===== config.mk =====
export PLATFORM = sky130hd
export DESIGN_NAME = cva6_hpdcache_wbuf_coalesce_flat
export DESIGN_NICKNAME = d
export VERILOG_FILES = /design/src/rtl/cva6_hpdcache_wbuf_coalesce_if.sv /design/src/rtl/cva6_hpdcache_wbuf_coalesce.sv /design/src/flat_wrapper.sv
export SDC_FILE = /design/constraint.sdc
export NUM_CORES = 1
export LEC_CHECK = 0
export CORE_MARGIN = 5
export CORE_UTILIZATION = 55
export CTS_CLUSTER_DIAMETER = 200
export CTS_CLUSTER_SIZE = 14
export DETAILED_ROUTE_END_ITERATION = 10
export DONT_BUFFER_PORTS = 1
export PLACE_DENSITY = 0.69
export SLEW_MARGIN = 5
export SYNTH_ARGS = -nofsm -noshare
export SYNTH_HDL_FRONTEND = slang
export SYNTH_SLANG_ARGS = --single-unit

===== constraint.sdc =====
create_clock -name clk_i -period 4.57 [get_ports clk_i]
set_input_delay 0.914 -clock clk_i [delete_from_list [all_inputs] [get_ports clk_i]]
set_output_delay 0.914 -clock clk_i [all_outputs]
set_load 0.005 [all_outputs]

===== src/rtl/cva6_hpdcache_wbuf_coalesce_if.sv =====
// Store-side, memory-side and lookup signals of the coalescing write buffer.
interface cva6_hpdcache_wbuf_coalesce_if #(
  parameter int unsigned ENTRIES    = 4,
  parameter int unsigned PA_WIDTH   = 34,
  parameter int unsigned WORD_WIDTH = 32
);
  localparam int unsigned BE_WIDTH = WORD_WIDTH / 8;
  localparam int unsigned ID_WIDTH = $clog2(ENTRIES);

  logic                  wr_valid_i;
  logic                  wr_ready_o;
  logic [PA_WIDTH-1:0]   wr_addr_i;
  logic [WORD_WIDTH-1:0] wr_data_i;
  logic [BE_WIDTH-1:0]   wr_be_i;
  logic                  flush_i;
  logic [PA_WIDTH-1:0]   rd_addr_i;
  logic                  rd_hit_o;
  logic                  mem_req_valid_o;
  logic                  mem_req_ready_i;
  logic [PA_WIDTH-1:0]   mem_req_addr_o;
  logic [WORD_WIDTH-1:0] mem_req_data_o;
  logic [BE_WIDTH-1:0]   mem_req_be_o;
  logic [ID_WIDTH-1:0]   mem_req_id_o;
  logic                  mem_rsp_valid_i;
  logic [ID_WIDTH-1:0]   mem_rsp_id_i;
  logic                  empty_o;

  // Buffer side.
  modport slave (
    input  wr_valid_i, wr_addr_i, wr_data_i, wr_be_i, flush_i, rd_addr_i,
           mem_req_ready_i, mem_rsp_valid_i, mem_rsp_id_i,
    output wr_ready_o, rd_hit_o, mem_req_valid_o, mem_req_addr_o,
           mem_req_data_o, mem_req_be_o, mem_req_id_o, empty_o
  );

  // Cache / memory side.
  modport master (
    output wr_valid_i, wr_addr_i, wr_data_i, wr_be_i, flush_i, rd_addr_i,
           mem_req_ready_i, mem_rsp_valid_i, mem_rsp_id_i,
    input  wr_ready_o, rd_hit_o, mem_req_valid_o, mem_req_addr_o,
           mem_req_data_o, mem_req_be_o, mem_req_id_o, empty_o
  );
endinterface


===== src/rtl/cva6_hpdcache_wbuf_coalesce.sv =====
// Coalescing write buffer: merges word stores while an entry is open, drains
// entries strictly in allocation order, and tracks them until acknowledged.
// Optional macro CVA6_HPDCACHE_WBUF_FEEDTHROUGH_EN lets an expiring head entry
// be offered to memory in the same cycle it closes.
module cva6_hpdcache_wbuf_coalesce #(
  parameter int unsigned ENTRIES       = 4,
  parameter int unsigned PA_WIDTH      = 34,
  parameter int unsigned WORD_WIDTH    = 32,
  parameter int unsigned TIMECNT_WIDTH = 3
) (
  input  logic clk_i,
  input  logic rst_i,
  cva6_hpdcache_wbuf_coalesce_if.slave bus
);
  localparam int unsigned BE_WIDTH  = WORD_WIDTH / 8;
  localparam int unsigned ID_WIDTH  = $clog2(ENTRIES);
  localparam int unsigned CNT_WIDTH = ID_WIDTH + 1;
  localparam int unsigned OFF_WIDTH = $clog2(BE_WIDTH);
  localparam int unsigned WA_WIDTH  = PA_WIDTH - OFF_WIDTH;
  localparam logic [TIMECNT_WIDTH-1:0] TIMER_MAX = '1;

  typedef enum logic [1:0] {ST_FREE, ST_OPEN, ST_PEND, ST_SENT} state_e;

  state_e                   state_q [ENTRIES];
  state_e                   state_d [ENTRIES];
  logic [WA_WIDTH-1:0]      addr_q  [ENTRIES];
  logic [WA_WIDTH-1:0]      addr_d  [ENTRIES];
  logic [WORD_WIDTH-1:0]    data_q  [ENTRIES];
  logic [WORD_WIDTH-1:0]    data_d  [ENTRIES];
  logic [BE_WIDTH-1:0]      be_q    [ENTRIES];
  logic [BE_WIDTH-1:0]      be_d    [ENTRIES];
  logic [TIMECNT_WIDTH-1:0] timer_q [ENTRIES];
  logic [TIMECNT_WIDTH-1:0] timer_d [ENTRIES];
  logic [ID_WIDTH-1:0]      fifo_q  [ENTRIES];
  logic [ID_WIDTH-1:0]      head_q, tail_q;
  logic [CNT_WIDTH-1:0]     count_q;

  logic [WA_WIDTH-1:0] wr_word, rd_word;
  logic [ENTRIES-1:0]  open_hit, expire;
  logic                hazard, rd_hit, all_free, free_found;
  logic [ID_WIDTH-1:0] free_idx, head_idx;
  logic                wr_ready, accept, alloc, req_valid, fire;
  logic                unused_addr_bits;

  function automatic logic [WORD_WIDTH-1:0] merge_bytes(
    input logic [WORD_WIDTH-1:0] old_w,
    input logic [WORD_WIDTH-1:0] new_w,
    input logic [BE_WIDTH-1:0]   be
  );
    logic [WORD_WIDTH-1:0] res;
    res = old_w;
    for (int unsigned b = 0; b < BE_WIDTH; b++) begin
      if (be[b]) res[8*b +: 8] = new_w[8*b +: 8];
    end
    return res;
  endfunction

  assign wr_word = bus.wr_addr_i[PA_WIDTH-1:OFF_WIDTH];
  assign rd_word = bus.rd_addr_i[PA_WIDTH-1:OFF_WIDTH];
  assign unused_addr_bits = ^{bus.wr_addr_i[OFF_WIDTH-1:0], bus.rd_addr_i[OFF_WIDTH-1:0]};

  // Address lookup against all entries: merge target, ordering hazard, load hazard, free slot.
  always_comb begin
    open_hit   = '0;
    hazard     = 1'b0;
    rd_hit     = 1'b0;
    all_free   = 1'b1;
    free_found = 1'b0;
    free_idx   = '0;
    for (int unsigned i = 0; i < ENTRIES; i++) begin
      if (state_q[i] == ST_OPEN && addr_q[i] == wr_word) open_hit[i] = 1'b1;
      if ((state_q[i] == ST_PEND || state_q[i] == ST_SENT) && addr_q[i] == wr_word) hazard = 1'b1;
      if (state_q[i] != ST_FREE && addr_q[i] == rd_word) rd_hit = 1'b1;
      if (state_q[i] != ST_FREE) all_free = 1'b0;
      if (state_q[i] == ST_FREE && !free_found) begin
        free_found = 1'b1;
        free_idx   = ID_WIDTH'(i);
      end
    end
  end

  assign wr_ready = !bus.flush_i && !hazard && ((|open_hit) || free_found);
  assign accept   = bus.wr_valid_i && wr_ready;
  assign alloc    = accept && !(|open_hit);
  assign head_idx = fifo_q[head_q];

  // An open entry closes on flush or on idle expiry, unless a merge lands on it.
  always_comb begin
    expire = '0;
    for (int unsigned i = 0; i < ENTRIES; i++) begin
      expire[i] = (state_q[i] == ST_OPEN) &&
                  (bus.flush_i || (timer_q[i] == TIMER_MAX && !(accept && open_hit[i])));
    end
  end

`ifdef CVA6_HPDCACHE_WBUF_FEEDTHROUGH_EN
  assign req_valid = (count_q != '0) && (state_q[head_idx] == ST_PEND || expire[head_idx]);
`else
  assign req_valid = (count_q != '0) && (state_q[head_idx] == ST_PEND);
`endif
  assign fire = req_valid && bus.mem_req_ready_i;

  // Per-entry next state: allocate, merge, age, close, send, free on ack.
  always_comb begin
    for (int unsigned i = 0; i < ENTRIES; i++) begin
      state_d[i] = state_q[i];
      addr_d[i]  = addr_q[i];
      data_d[i]  = data_q[i];
      be_d[i]    = be_q[i];
      timer_d[i] = timer_q[i];
    end
    for (int unsigned i = 0; i < ENTRIES; i++) begin
      case (state_q[i])
        ST_FREE: begin
          if (alloc && free_idx == ID_WIDTH'(i)) begin
            state_d[i] = ST_OPEN;
            addr_d[i]  = wr_word;
            data_d[i]  = merge_bytes('0, bus.wr_data_i, bus.wr_be_i);
            be_d[i]    = bus.wr_be_i;
            timer_d[i] = '0;
          end
        end
        ST_OPEN: begin
          if (accept && open_hit[i]) begin
            data_d[i]  = merge_bytes(data_q[i], bus.wr_data_i, bus.wr_be_i);
            be_d[i]    = be_q[i] | bus.wr_be_i;
            timer_d[i] = '0;
          end else if (expire[i]) begin
            state_d[i] = ST_PEND;
          end else begin
            timer_d[i] = timer_q[i] + TIMECNT_WIDTH'(1);
          end
        end
        ST_PEND: ;
        ST_SENT: begin
          if (bus.mem_rsp_valid_i && bus.mem_rsp_id_i == ID_WIDTH'(i)) state_d[i] = ST_FREE;
        end
      endcase
      if (fire && head_idx == ID_WIDTH'(i)) state_d[i] = ST_SENT;
    end
  end

  // Entry state registers.
  always_ff @(posedge clk_i) begin
    if (rst_i) begin
      for (int unsigned i = 0; i < ENTRIES; i++) begin
        state_q[i] <= ST_FREE;
        addr_q[i]  <= '0;
        data_q[i]  <= '0;
        be_q[i]    <= '0;
        timer_q[i] <= '0;
      end
    end else begin
      state_q <= state_d;
      addr_q  <= addr_d;
      data_q  <= data_d;
      be_q    <= be_d;
      timer_q <= timer_d;
    end
  end

  // Allocation-order FIFO of entry indices; the head is the only send candidate.
  always_ff @(posedge clk_i) begin
    if (rst_i) begin
      for (int unsigned i = 0; i < ENTRIES; i++) fifo_q[i] <= '0;
      head_q  <= '0;
      tail_q  <= '0;
      count_q <= '0;
    end else begin
      if (alloc) begin
        fifo_q[tail_q] <= free_idx;
        tail_q         <= tail_q + ID_WIDTH'(1);
      end
      if (fire) head_q <= head_q + ID_WIDTH'(1);
      count_q <= count_q + CNT_WIDTH'(alloc) - CNT_WIDTH'(fire);
    end
  end

  assign bus.wr_ready_o      = wr_ready;
  assign bus.rd_hit_o        = rd_hit;
  assign bus.empty_o         = all_free;
  assign bus.mem_req_valid_o = req_valid;
  assign bus.mem_req_addr_o  = {addr_q[head_idx], {OFF_WIDTH{1'b0}}};
  assign bus.mem_req_data_o  = data_q[head_idx];
  assign bus.mem_req_be_o    = be_q[head_idx];
  assign bus.mem_req_id_o    = head_idx;
endmodule

===== src/flat_wrapper.sv =====
// flat-port wrapper written by rule: the top's interface ports become plain ports
module cva6_hpdcache_wbuf_coalesce_flat 
#(
  parameter int unsigned ENTRIES       = 4,
  parameter int unsigned PA_WIDTH      = 34,
  parameter int unsigned WORD_WIDTH    = 32,
  parameter int unsigned TIMECNT_WIDTH = 3
)
  (clk_i, rst_i, bus_wr_valid_i, bus_wr_addr_i, bus_wr_data_i, bus_wr_be_i, bus_flush_i, bus_rd_addr_i, bus_mem_req_ready_i, bus_mem_rsp_valid_i, bus_mem_rsp_id_i, bus_wr_ready_o, bus_rd_hit_o, bus_mem_req_valid_o, bus_mem_req_addr_o, bus_mem_req_data_o, bus_mem_req_be_o, bus_mem_req_id_o, bus_empty_o);
  cva6_hpdcache_wbuf_coalesce_if #(.ENTRIES(ENTRIES), .PA_WIDTH(PA_WIDTH), .WORD_WIDTH(WORD_WIDTH)) bus_i ();
  input  logic clk_i;
  input  logic rst_i;
  input wire logic [$bits(bus_i.wr_valid_i)-1:0] bus_wr_valid_i;
  input wire logic [$bits(bus_i.wr_addr_i)-1:0] bus_wr_addr_i;
  input wire logic [$bits(bus_i.wr_data_i)-1:0] bus_wr_data_i;
  input wire logic [$bits(bus_i.wr_be_i)-1:0] bus_wr_be_i;
  input wire logic [$bits(bus_i.flush_i)-1:0] bus_flush_i;
  input wire logic [$bits(bus_i.rd_addr_i)-1:0] bus_rd_addr_i;
  input wire logic [$bits(bus_i.mem_req_ready_i)-1:0] bus_mem_req_ready_i;
  input wire logic [$bits(bus_i.mem_rsp_valid_i)-1:0] bus_mem_rsp_valid_i;
  input wire logic [$bits(bus_i.mem_rsp_id_i)-1:0] bus_mem_rsp_id_i;
  output wire logic [$bits(bus_i.wr_ready_o)-1:0] bus_wr_ready_o;
  output wire logic [$bits(bus_i.rd_hit_o)-1:0] bus_rd_hit_o;
  output wire logic [$bits(bus_i.mem_req_valid_o)-1:0] bus_mem_req_valid_o;
  output wire logic [$bits(bus_i.mem_req_addr_o)-1:0] bus_mem_req_addr_o;
  output wire logic [$bits(bus_i.mem_req_data_o)-1:0] bus_mem_req_data_o;
  output wire logic [$bits(bus_i.mem_req_be_o)-1:0] bus_mem_req_be_o;
  output wire logic [$bits(bus_i.mem_req_id_o)-1:0] bus_mem_req_id_o;
  output wire logic [$bits(bus_i.empty_o)-1:0] bus_empty_o;
  assign bus_i.wr_valid_i = bus_wr_valid_i;
  assign bus_i.wr_addr_i = bus_wr_addr_i;
  assign bus_i.wr_data_i = bus_wr_data_i;
  assign bus_i.wr_be_i = bus_wr_be_i;
  assign bus_i.flush_i = bus_flush_i;
  assign bus_i.rd_addr_i = bus_rd_addr_i;
  assign bus_i.mem_req_ready_i = bus_mem_req_ready_i;
  assign bus_i.mem_rsp_valid_i = bus_mem_rsp_valid_i;
  assign bus_i.mem_rsp_id_i = bus_mem_rsp_id_i;
  assign bus_wr_ready_o = bus_i.wr_ready_o;
  assign bus_rd_hit_o = bus_i.rd_hit_o;
  assign bus_mem_req_valid_o = bus_i.mem_req_valid_o;
  assign bus_mem_req_addr_o = bus_i.mem_req_addr_o;
  assign bus_mem_req_data_o = bus_i.mem_req_data_o;
  assign bus_mem_req_be_o = bus_i.mem_req_be_o;
  assign bus_mem_req_id_o = bus_i.mem_req_id_o;
  assign bus_empty_o = bus_i.empty_o;
  cva6_hpdcache_wbuf_coalesce #(.ENTRIES(ENTRIES), .PA_WIDTH(PA_WIDTH), .WORD_WIDTH(WORD_WIDTH), .TIMECNT_WIDTH(TIMECNT_WIDTH)) u_core (.clk_i(clk_i), .rst_i(rst_i), .bus(bus_i));
endmodule

==> summary.txt, run 1 <==
JOB
-----------------------------------------------------------------------------------------
Number of max-capacitance violations reported ..............................            0

CLOCK NETWORK
-----------------------------------------------------------------------------------------
CTS buffer count ...........................................................           26
Number of clock sinks ......................................................          309
Clock insertion delay at the later pin of the skew report ..................      0.56 ns
Number of buffers on the longest clock path ................................            3
Setup bufs post-CTS ........................................................            0
Cts hold-fix bufs ..........................................................            0
Clock Tree Root ............................................................ sky130_fd_sc_hd__clkbuf_16
Reg clk slew, reported paths ...............................................      0.07 ns
Number of H-tree levels ....................................................            1
Number of gates resized after CTS ..........................................            0
TritonCTS clock tree .......................................................        built

ROUTE
-----------------------------------------------------------------------------------------
Total DRC errors in the routed layout ......................................            0
Wire length on met3 ........................................................      5187 um
Detailed router's first-iteration violation count ..........................        1,561
Via density per instance ...................................................        6.485
Aggregate routed wire length ...............................................    50,810 um
Detailed-route wire length per cell ........................................     25.20 um
Top layer in use ...........................................................         met4
DRT Pass-1 Iters ...........................................................            5
Detail Route met2 WL .......................................................    23,470 um
Post-detailed-route count of antenna-violating nets ........................            0
Wire length on met1 ........................................................    20,210 um
Via count ..................................................................       13,070

FINISH
-----------------------------------------------------------------------------------------
Final nets .................................................................        1,759
Fraction of final layout cells with drive strength greater than 1 ..........      0.08856
Number of diodes ...........................................................            0
Core Util, Final ...........................................................       0.5904
Area growth from synthesis to layout .......................................       5.580%

RUN STATUS
-----------------------------------------------------------------------------------------
Run status ................................................................. complete, no violations

TIMING
-----------------------------------------------------------------------------------------
Max-slew headroom at the worst pin .........................................       0.3680
Max Slew Vio Count .........................................................            0
RSZ-0062 raised after global routing .......................................        false
Share of the clock period used by the worst path ...........................       0.8822
Setup clock skew after layout ..............................................   0.02329 ns
Worst-margin pin slew ......................................................    0.9481 ns
Max Fclk ...................................................................    248.0 MHz
Final hold violations ......................................................            0
Final setup violation count ................................................            0
Shortest clock period the worst path allows after layout ...................     4.032 ns
Accumulated negative setup slack ...........................................         0 ns

CRITICAL PATH
-----------------------------------------------------------------------------------------
Worst Reg-to-Reg Cells .....................................................           12
Worst endpoint required time ...............................................      3.66 ns
Setup slack on the worst flop-to-flop path .................................      0.72 ns
Data arrival, critical path ................................................      3.12 ns
Worst-path maximum fanout ..................................................           10
Kind of capture point of the worst setup path ..............................  output port
Critical path type ......................................................... flop to output port
Type of element launching the critical path ................................         flop

GLOBAL ROUTE
-----------------------------------------------------------------------------------------
Gr ovfl total ..............................................................            0
Number of antenna violations at the first check in global routing ..........            0
Global-route total usage across every layer ................................       0.2906
Maximum number of pins on one net before global-route repair ...............          264
Wire length of the first global-routing pass ...............................    77,090 um
Via count of the first global-routing pass .................................       12,670

YOSYS
-----------------------------------------------------------------------------------------
Total number of yosys warnings .............................................            0
Area of the mapped netlist .................................................  16,660 um^2
Number of cells produced by synthesis ......................................        1,696
Fraction of the yosys area taken by sequential cells .......................       0.3761
Proportion of register bits with asynchronous set or reset after synthesis .            0
EDFF count, synth ..........................................................            8
Post-synthesis average cell area ...........................................   9.824 um^2
Count of cell types in the netlist .........................................           66
Dominant synthesized flop cell ............................................. sky130_fd_sc_hd__dfxtp_1
Flip-flop and latch count after synthesis ..................................          309

DIE
-----------------------------------------------------------------------------------------
Die height .................................................................     184.1 um
Die Width ..................................................................     184.1 um
Ports ......................................................................          188
Number of rows in the core area ............................................           63
Placeable Area .............................................................  29,800 um^2
Die area ...................................................................  33,880 um^2
Initial cell density of the core ...........................................       0.5592

POWER AND IR DROP
-----------------------------------------------------------------------------------------
Power density over the cells ............................................... 346.5 nW/um^2
Worst IR drop on VDD .......................................................    0.4123 mV
Static leakage power .......................................................  0.007264 uW

PLACED DESIGN
-----------------------------------------------------------------------------------------
Weighted congestion reported at the end of routability-driven placement ....        1.002
Number of buffer cells added on primary ports ..............................            0
Half-perimeter wire length of the detailed placement result ................    35,770 um

WORST HOLD PATH
-----------------------------------------------------------------------------------------
Worst hold stages ..........................................................            1
Min-delay worst type ....................................................... primary input to flop

## worst max-delay path, cell delays in order, from the launching register on
cell and delay, ns:
sky130_fd_sc_hd__dfxtp_1 0.41, sky130_fd_sc_hd__xor2_1 0.13, sky130_fd_sc_hd__nor4_1 0.55, sky130_fd_sc_hd__nand4_1 0.32, sky130_fd_sc_hd__nor3_1 0.58, sky130_fd_sc_hd__nor4_4 0.16
sky130_fd_sc_hd__a21boi_0 0.40
## flip-flops by register name, summed over array words and instances (netlist names), named ones only
name / count
u_core.addr_q: 128
u_core.data_q: 128
u_core.be_q: 16
u_core.timer_q: 12
u_core.fifo_q: 8
u_core.state_q: 8
u_core.count_q: 3
u_core.head_q: 2
u_core.tail_q: 2
## power by group
group / switching (uW) / internal (uW)
clock network: 990 / 1020
registers: 108 / 2810
logic: 699 / 467
## cell usage in the layout, fill, tap and decap left out, types with 5 or more instances in the layout
| cell | instances |
|---|---|
| sky130_fd_sc_hd__a211oi_1 | 34 |
| sky130_fd_sc_hd__a21oi_1 | 33 |
| sky130_fd_sc_hd__a22oi_1 | 6 |
| sky130_fd_sc_hd__a31oi_1 | 8 |
| sky130_fd_sc_hd__a41o_1 | 32 |
| sky130_fd_sc_hd__buf_12 | 5 |
| sky130_fd_sc_hd__buf_4 | 25 |
| sky130_fd_sc_hd__clkbuf_16 | 26 |
| sky130_fd_sc_hd__dfxtp_1 | 301 |
| sky130_fd_sc_hd__edfxtp_1 | 8 |
| sky130_fd_sc_hd__ha_1 | 22 |
| sky130_fd_sc_hd__inv_1 | 127 |
| sky130_fd_sc_hd__mux2i_1 | 128 |
| sky130_fd_sc_hd__mux4_2 | 68 |
| sky130_fd_sc_hd__nand2_1 | 73 |
| sky130_fd_sc_hd__nand2b_1 | 8 |
| sky130_fd_sc_hd__nand3_1 | 10 |
| sky130_fd_sc_hd__nand4_1 | 33 |
| sky130_fd_sc_hd__nor2_1 | 153 |
| sky130_fd_sc_hd__nor3_1 | 21 |
| sky130_fd_sc_hd__nor4_1 | 53 |
| sky130_fd_sc_hd__o21ai_0 | 10 |
| sky130_fd_sc_hd__o22ai_1 | 5 |
| sky130_fd_sc_hd__o32ai_1 | 99 |
| sky130_fd_sc_hd__xnor2_1 | 68 |
| sky130_fd_sc_hd__xor2_1 | 190 |
## layer usage
metal | GRT usage | vias to the layer above
li1 | - | 5958
met2 | 0.4609 | 604
met4 | 0.09494 | 0
met5 | 0 | -
met3 | 0.07954 | 114
met1 | 0.3874 | 6398
## cells in the mapped netlist (all sizes together) (10+ instances only)
cell type  number  area, um^2
nand4          34       219.0
o32ai          99       867.1
ha             22       275.3
mux2i         128        1281
nand2          77       299.0
o21ai          12       60.06
mux4           70        1577
xnor2          68       595.6
xor2          190        1664
a41o           32       320.3
dfxtp         301        6026
nand3          10       50.05
a211oi         34       255.2
nor2          153       574.3
nor3           21       105.1
buf            61       299.0
clkbuf         70       262.8
inv           127       476.7
nor4           54       352.8
a21oi          33       165.2
## cell families after synthesis
kind of cell,count (synthesis),share of synthesized area
AOI/OAI and AO/OA,263,0.1249
xor gates and xnor gates,258,0.1356
adders and majority gates,23,0.01772
buffers and inverters,259,0.06255
DFF,309,0.3761
muxes,199,0.1722
other,1,0.0002251
and+or+nand+nor,384,0.1108
## per-stage QoR
step	std cells	power [uW]	setup WS, ns	cell area, um^2	hold WS, ns
after floorplan	1697	3848	0.9429	16670	0.4280
after CTS	2016	6112	0.6015	17590	0.4252
after detailed placement	1986	4125	0.3938	16900	0.4454
final	2016	6096	0.5384	17590	0.4162
after global placement	1986	4104	0.4946	16900	0.4344
after global routing	2016	6333	0.4566	17590	0.4271
## final cells by class
type | count | area (um^2)
inverter | 128 | 480.5
tap | 390 | 488.0
multi-input combinational | 1129 | 9379
clock buffer | 28 | 658.1
timing repair buffer | 30 | 287.8
clock inverter | 2 | 32.53
fill | 2597 | 12200
sequential | 309 | 6266
## worst paths after layout
path                                         from                 to
worst min register to register     u_core.be_q[5]     u_core.be_q[5]
worst max register to register               flop  u_core.count_q[2]
worst min-delay path                        rst_i  u_core.state_q[3]
worst max-delay path            u_core.addr_q[25]     bus_wr_ready_o
Power figures use the tool's default switching activity.
==> run 2, diff against run 1 <==
- clock period: 4.57 -> 5 ns (I/O delays scaled with it)
==> summary.txt, run 2 (synthesis gave the netlist of run 1 again) <==
RUN STATUS
--------------------------------------------------------------------------------------
Run status .............................................................. complete, no violations

GLOBAL ROUTE
--------------------------------------------------------------------------------------
Via count of the first global-routing pass ..............................       12,590   -0.65%
Maximum number of pins on one net before global-route repair ............          264   unchanged
Number of antenna violations at the first check in global routing .......            0   unchanged
Global-route total usage across every layer .............................       0.2906   about the same
Wire length of the first global-routing pass ............................    77,080 um   about the same
Gr ovfl total ...........................................................            0   unchanged

PLACED DESIGN
--------------------------------------------------------------------------------------
Placed standard-cell area ...............................................  16,760 um^2   -0.83%
Half-perimeter wire length of the detailed placement result .............    35,470 um   -0.84%
Number of buffer cells added on primary ports ...........................            0   unchanged
Weighted congestion reported at the end of routability-driven placement .       0.9930   -0.93%
Pre-CTS worst setup slack ...............................................    0.6303 ns   +0.2365 ns
Number of instances in the placed design ................................        1,974   -0.60%

FINISH
--------------------------------------------------------------------------------------
Most common cell after layout, fill and taps aside ...................... sky130_fd_sc_hd__dfxtp_1
Fraction of final layout cells with drive strength greater than 1 .......      0.08173   -0.006827
Registers with the most flip-flops ...................................... u_core.addr_q: 128 flops, u_core.data_q: 128 flops, u_core.be_q: 16 flops
Area of all placed cells without fillers ................................  17,460 um^2   -0.78%
Final nets ..............................................................        1,747   -0.68%
Number of diodes ........................................................            0   unchanged
Final instance count without filler cells ...............................        2,005   -0.55%
Combined area of the multi-input logic cells ............................    9379 um^2   unchanged
Area growth from synthesis to layout ....................................       4.761%
Sequential cell area ....................................................    6266 um^2   unchanged
Number of fill cells ....................................................        2,595   -0.077%
Most frequent cells in the layout ....................................... sky130_fd_sc_hd__dfxtp_1 (301), sky130_fd_sc_hd__xor2_1 (190), sky130_fd_sc_hd__nor2_1 (153), sky130_fd_sc_hd__mux2i_1 (128), sky130_fd_sc_hd__inv_1 (127)

TIMING
--------------------------------------------------------------------------------------
RSZ-0062 raised after global routing ....................................        false
Final hold violations ...................................................            0   unchanged
Setup clock skew after layout ...........................................   0.02988 ns   +0.006594 ns
Final setup slack of the worst path .....................................    0.8158 ns   +0.2773 ns
Final setup violation count .............................................            0   unchanged
Shortest clock period the worst path allows after layout ................     4.184 ns
Share of the clock period used by the worst path ........................       0.8368
Max Fclk ................................................................    239.0 MHz
Accumulated negative setup slack ........................................         0 ns   unchanged
Max-slew headroom at the worst pin ......................................       0.3628   -0.005180
Max Slew Vio Count ......................................................            0   unchanged
Worst-margin pin slew ...................................................    0.9558 ns   +0.007769 ns

CLOCK NETWORK
--------------------------------------------------------------------------------------
Number of gates resized after CTS .......................................            0   unchanged
TritonCTS clock tree ....................................................        built
CTS buffer count ........................................................           26   unchanged
Number of H-tree levels .................................................            1   unchanged
Clock Tree Root ......................................................... sky130_fd_sc_hd__clkbuf_16
Reg clk slew, reported paths ............................................      0.07 ns   about the same
Number of buffers on the longest clock path .............................            3   unchanged
Cts hold-fix bufs .......................................................            0   unchanged
Number of clock sinks ...................................................          309   unchanged
Setup bufs post-CTS .....................................................            0   unchanged
Clock insertion delay at the later pin of the skew report ...............      0.56 ns   about the same

CRITICAL PATH
--------------------------------------------------------------------------------------
CP Buf/Inv Count ........................................................            0   unchanged
Cell class contributing the biggest share of worst-path delay ........... simple AND/OR/NAND/NOR gates
Crit. path cell count ...................................................            6   unchanged
Setup slack on the worst flop-to-flop path ..............................      1.13 ns   +0.41 ns
Slowest stage delay, CP .................................................      0.52 ns   -0.06 ns
Data arrival, critical path .............................................      3.18 ns   +0.06 ns
Max stage delay cell, worst path ........................................ sky130_fd_sc_hd__nor3_1
Type of element launching the critical path ............................. primary input
Worst-path maximum fanout ...............................................           10   unchanged
Worst Reg-to-Reg Cells ..................................................           12   unchanged
Critical path type ...................................................... primary input to output port
Kind of capture point of the worst setup path ...........................  output port
Cell-by-cell listing of the critical path ............................... xor2_1 > nor4_1 > nand4_1 > nor3_1 > nor4_4 > a21boi_0
Worst endpoint required time ............................................      4.00 ns   +0.34 ns

DIE
--------------------------------------------------------------------------------------
Initial cell density of the core ........................................       0.5592   unchanged
Ports ...................................................................          188   unchanged
Die area ................................................................  33,880 um^2   unchanged
Die height ..............................................................     184.1 um   unchanged
Placeable Area ..........................................................  29,800 um^2   unchanged
Number of rows in the core area .........................................           63   unchanged
Die Width ...............................................................     184.1 um   unchanged

ROUTE
--------------------------------------------------------------------------------------
Via count ...............................................................       13,070   -0.023%
Detailed-route wire length per cell .....................................     25.32 um   +0.47%
Total DRC errors in the routed layout ...................................            0   unchanged
Post-detailed-route count of antenna-violating nets .....................            0   unchanged
Detailed router's first-iteration violation count .......................        1,345   -14%
Aggregate routed wire length ............................................    50,770 um   about the same
Via density per instance ................................................        6.519   +0.53%
DRT Pass-1 Iters ........................................................            5   unchanged

POWER AND IR DROP
--------------------------------------------------------------------------------------
Static leakage power ....................................................  0.007181 uW   -1.1%
Power density over the cells ............................................ 318.5 nW/um^2   -8.1%
Final Total Pwr .........................................................      5560 uW   -8.8%
Worst IR drop on VDD ....................................................    0.2977 mV   -28%

WORST HOLD PATH
--------------------------------------------------------------------------------------
Worst hold stages .......................................................            2   +1
Min-delay worst type .................................................... flop to flop

JOB
--------------------------------------------------------------------------------------
Number of max-capacitance violations reported ...........................            0   unchanged

## run 2: worst paths after layout
| path | from | to |
|---|---|---|
| worst max-delay path | bus_wr_addr_i[21] | bus_wr_ready_o |
| worst min-delay path | u_core.timer_q[11] | u_core.timer_q[11] |
| worst max register to register | flop | u_core.count_q[2] |
| worst min register to register | u_core.timer_q[11] | u_core.timer_q[11] |
## run 2: layout make-up
type,instances,share of cell area
well taps,390,0.02795
clock buffers,29,0.03792
repair buffers,18,0.008458
clock inverters,2,0.001864
inverters,128,0.02752
multi-input cells,1129,0.5373
flip-flops and latches,309,0.3590
## run 2: worst reg2reg max path, delay by kind of cell (launching register included)
family	cells	cell delay [ns]
mux	1	0.98
fa+ha+maj	3	0.80
compound gates	2	0.51
xor+xnor	2	0.34
simple gates	3	0.73
buf+inv	1	0.04
flops	1	0.38
## run 2: where the power goes
part | internal (uW) | switching, uW
Combinational | 409 | 638
Sequential | 2570 | 101
Clock | 934 | 908
Total | 3910 | 1650
## run 2: layer usage
| layer | global-route usage | vias to the layer above | routed length (um) |
|---|---|---|---|
| li1 | - | 5950 | - |
| met1 | 0.3951 | 6440 | 20510 |
| met2 | 0.4571 | 574 | 23320 |
| met3 | 0.07400 | 107 | 5001 |
| met4 | 0.09228 | 0 | 1938 |
| met5 | 0 | - | 0 |
## run 2: per-stage QoR
step	util	hold WS [ns]
2_1_floorplan	-	0.4280
3_3_place_gp	0.5625	0.4360
3_5_place_dp	0.5625	0.4426
4_1_cts	0.5858	0.4523
5_1_grt	0.5858	0.4723
6_report	0.5858	0.4534
==> run 3, diff against run 2 <==
- clock period: 5 -> 4.1 ns (I/O delays scaled with it)
==> summary.txt, run 3 (synthesis gave the netlist of run 1 again) <==
ROUTE
--------------------------------------------------------------------------------------
Aggregate routed wire length ............................................    51,360 um   +1.2%
Detailed-route wire length per cell .....................................     25.49 um   +0.65%
Total DRC errors in the routed layout ...................................            0   unchanged
DRT Pass-1 Iters ........................................................            7   +2
Post-detailed-route count of antenna-violating nets .....................            0   unchanged
Detailed router's first-iteration violation count .......................        1,326   -1.4%
Via density per instance ................................................        6.525   about the same
Via count ...............................................................       13,150   +0.59%

CLOCK NETWORK
--------------------------------------------------------------------------------------
Number of buffers on the longest clock path .............................            3   unchanged
TritonCTS clock tree ....................................................        built
Clock insertion delay at the later pin of the skew report ...............      0.55 ns   about the same
Number of clock sinks ...................................................          309   unchanged
Clock Tree Root ......................................................... sky130_fd_sc_hd__clkbuf_16
CTS buffer count ........................................................           26   unchanged
Cts hold-fix bufs .......................................................            0   unchanged
Number of H-tree levels .................................................            1   unchanged
Reg clk slew, reported paths ............................................      0.07 ns   about the same
Setup bufs post-CTS .....................................................            0   unchanged

PLACED DESIGN
--------------------------------------------------------------------------------------
Placed standard-cell area ...............................................  16,870 um^2   +0.63%
Number of buffer cells added on primary ports ...........................            0   unchanged
Pre-CTS worst setup slack ...............................................   -0.1388 ns   -0.7691 ns
Half-perimeter wire length of the detailed placement result .............    36,220 um   +2.1%
Weighted congestion reported at the end of routability-driven placement .       0.9817   -1.1%
Number of instances in the placed design ................................        1,983   +0.46%

POWER AND IR DROP
--------------------------------------------------------------------------------------
Static leakage power ....................................................  0.007254 uW   +1.0%
Power density over the cells ............................................ 388.5 nW/um^2   +22%
Worst IR drop on VDD ....................................................    0.3755 mV   +26%

FINISH
--------------------------------------------------------------------------------------
Combined area of the multi-input logic cells ............................    9394 um^2   +0.16%
Area of all placed cells without fillers ................................  17,590 um^2   +0.76%
Number of diodes ........................................................            0   unchanged
Final nets ..............................................................        1,756   +0.52%
Area growth from synthesis to layout ....................................       5.557%
Most common cell after layout, fill and taps aside ...................... sky130_fd_sc_hd__dfxtp_1
Most frequent cells in the layout ....................................... sky130_fd_sc_hd__dfxtp_1 (301), sky130_fd_sc_hd__xor2_1 (190), sky130_fd_sc_hd__nor2_1 (153), sky130_fd_sc_hd__mux2i_1 (128), sky130_fd_sc_hd__inv_1 (127)
Sequential cell area ....................................................    6266 um^2   unchanged
Registers with the most flip-flops ...................................... u_core.addr_q: 128 flops, u_core.data_q: 128 flops, u_core.be_q: 16 flops
Final instance count without filler cells ...............................        2,015   +0.50%
Number of fill cells ....................................................        2,597   +0.077%
Fraction of final layout cells with drive strength greater than 1 .......      0.08738   +0.005651

WORST HOLD PATH
--------------------------------------------------------------------------------------
Min-delay worst type .................................................... primary input to flop
Worst hold stages .......................................................            1   -1
Worst Hold Launch .......................................................        rst_i
Endpoint, Worst Hold .................................................... u_core.head_q[0]

CRITICAL PATH
--------------------------------------------------------------------------------------
Kind of capture point of the worst setup path ...........................  output port
Worst-path maximum fanout ...............................................            9   -1
Setup slack on the worst flop-to-flop path ..............................      0.46 ns   -0.67 ns
Worst endpoint required time ............................................      3.28 ns   -0.72 ns
Type of element launching the critical path .............................         flop
Data arrival, critical path .............................................      3.20 ns   +0.02 ns
Worst Reg-to-Reg Cells ..................................................            9   -3
Launch point of the worst reg-to-reg path ............................... u_core.addr_q[81]
R2r endpoint ............................................................ u_core.data_q[27]
Critical path type ...................................................... flop to output port

GLOBAL ROUTE
--------------------------------------------------------------------------------------
Via count of the first global-routing pass ..............................       12,680   +0.73%
Number of antenna violations at the first check in global routing .......            0   unchanged
Global-route total usage across every layer .............................       0.2935   +0.002922
Gr ovfl total ...........................................................            0   unchanged
Maximum number of pins on one net before global-route repair ............          264   unchanged
Wire length of the first global-routing pass ............................    78,160 um   +1.4%

DIE
--------------------------------------------------------------------------------------
Initial cell density of the core ........................................       0.5592   unchanged
Die Width ...............................................................     184.1 um   unchanged
Die area ................................................................  33,880 um^2   unchanged
Die height ..............................................................     184.1 um   unchanged
Placeable Area ..........................................................  29,800 um^2   unchanged
Ports ...................................................................          188   unchanged
Number of rows in the core area .........................................           63   unchanged

TIMING
--------------------------------------------------------------------------------------
Setup clock skew after layout ...........................................   0.02612 ns   -0.003755 ns
Accumulated negative setup slack ........................................         0 ns   unchanged
Final setup violation count .............................................            0   unchanged
Shortest clock period the worst path allows after layout ................     4.022 ns
Worst-margin pin slew ...................................................     1.021 ns   +0.06503 ns
Max Slew Vio Count ......................................................            0   unchanged
RSZ-0062 raised after global routing ....................................        false
Share of the clock period used by the worst path ........................       0.9809
Max Fclk ................................................................    248.7 MHz
Final hold violations ...................................................            0   unchanged
Max-slew headroom at the worst pin ......................................       0.3194   -0.04335
Final setup slack of the worst path .....................................   0.07828 ns   -0.7375 ns

JOB
--------------------------------------------------------------------------------------
Number of max-capacitance violations reported ...........................            0   unchanged

RUN STATUS
--------------------------------------------------------------------------------------
Run status .............................................................. complete, no violations

[run 3: worst max-delay path by stage]
stage	slack [ns]	depth (start not counted)	endpoint	start
floorplan	0.57	13	u_core.count_q[2]	bus_wr_addr_i[18]
global placement	-0.07	9	u_core.data_q[29]	bus_wr_addr_i[2]
detailed placement	-0.14	9	u_core.data_q[27]	bus_wr_addr_i[19]
CTS	0.07	4	bus_mem_req_addr_o[33]	flop
global route	0.004	4	bus_mem_req_addr_o[33]	flop
finish	0.08	7	bus_wr_ready_o	u_core.addr_q[43]
[run 3: what timing repair did]
| item | CTS | global route |
|---|---|---|
| resized for setup | 0 | 2 |
| hold endpoints to repair | 0 | 0 |
| setup endpoints to repair | 0 | 109 |
[run 3: power breakdown]
| part | switching, uW | internal [uW] | total (uW) |
|---|---|---|---|
| Combinational | 788 | 509 | 1300 |
| Sequential | 124 | 3130 | 3260 |
| Clock | 1100 | 1180 | 2280 |
| Total | 2010 | 4820 | 6830 |
[run 3: layer usage]
metal / up-vias / wire (um) / track usage
li1: 5960 / - / -
met1: 6505 / 20730 / 0.3951
met2: 586 / 24290 / 0.4713
met3: 97 / 4919 / 0.08013
met4: 0 / 1423 / 0.07513
met5: - / 0 / 0
[run 3: critical path: stages, from the launching register on]
cell,delay [ns]
sky130_fd_sc_hd__dfxtp_1,0.41
sky130_fd_sc_hd__xor2_1,0.12
sky130_fd_sc_hd__nor4_1,0.70
sky130_fd_sc_hd__nand4_1,0.27
sky130_fd_sc_hd__nor3_1,0.46
sky130_fd_sc_hd__nor4_4,0.09
sky130_fd_sc_hd__buf_4,0.19
sky130_fd_sc_hd__a21boi_0,0.43
[run 3: final cells by class]
cell class,count,share of cell area
well taps,390,0.02774
clock inverters,1,0.0009248
inverters,128,0.02732
clock buffers,31,0.03927
multi-input cells,1129,0.5341
flip-flops and latches,309,0.3563
repair buffers,27,0.01437
[run 3: per-stage QoR]
stage / hold WS [ns] / power [uW] / utilization
3_3_place_gp: 0.4357 / 4572 / 0.5661
3_5_place_dp: 0.4410 / 4594 / 0.5661
4_1_cts: 0.3519 / 6855 / 0.5898
6_report: 0.3518 / 6832 / 0.5903
2_1_floorplan: 0.4280 / 4289 / -
5_1_grt: 0.3265 / 7100 / 0.5903
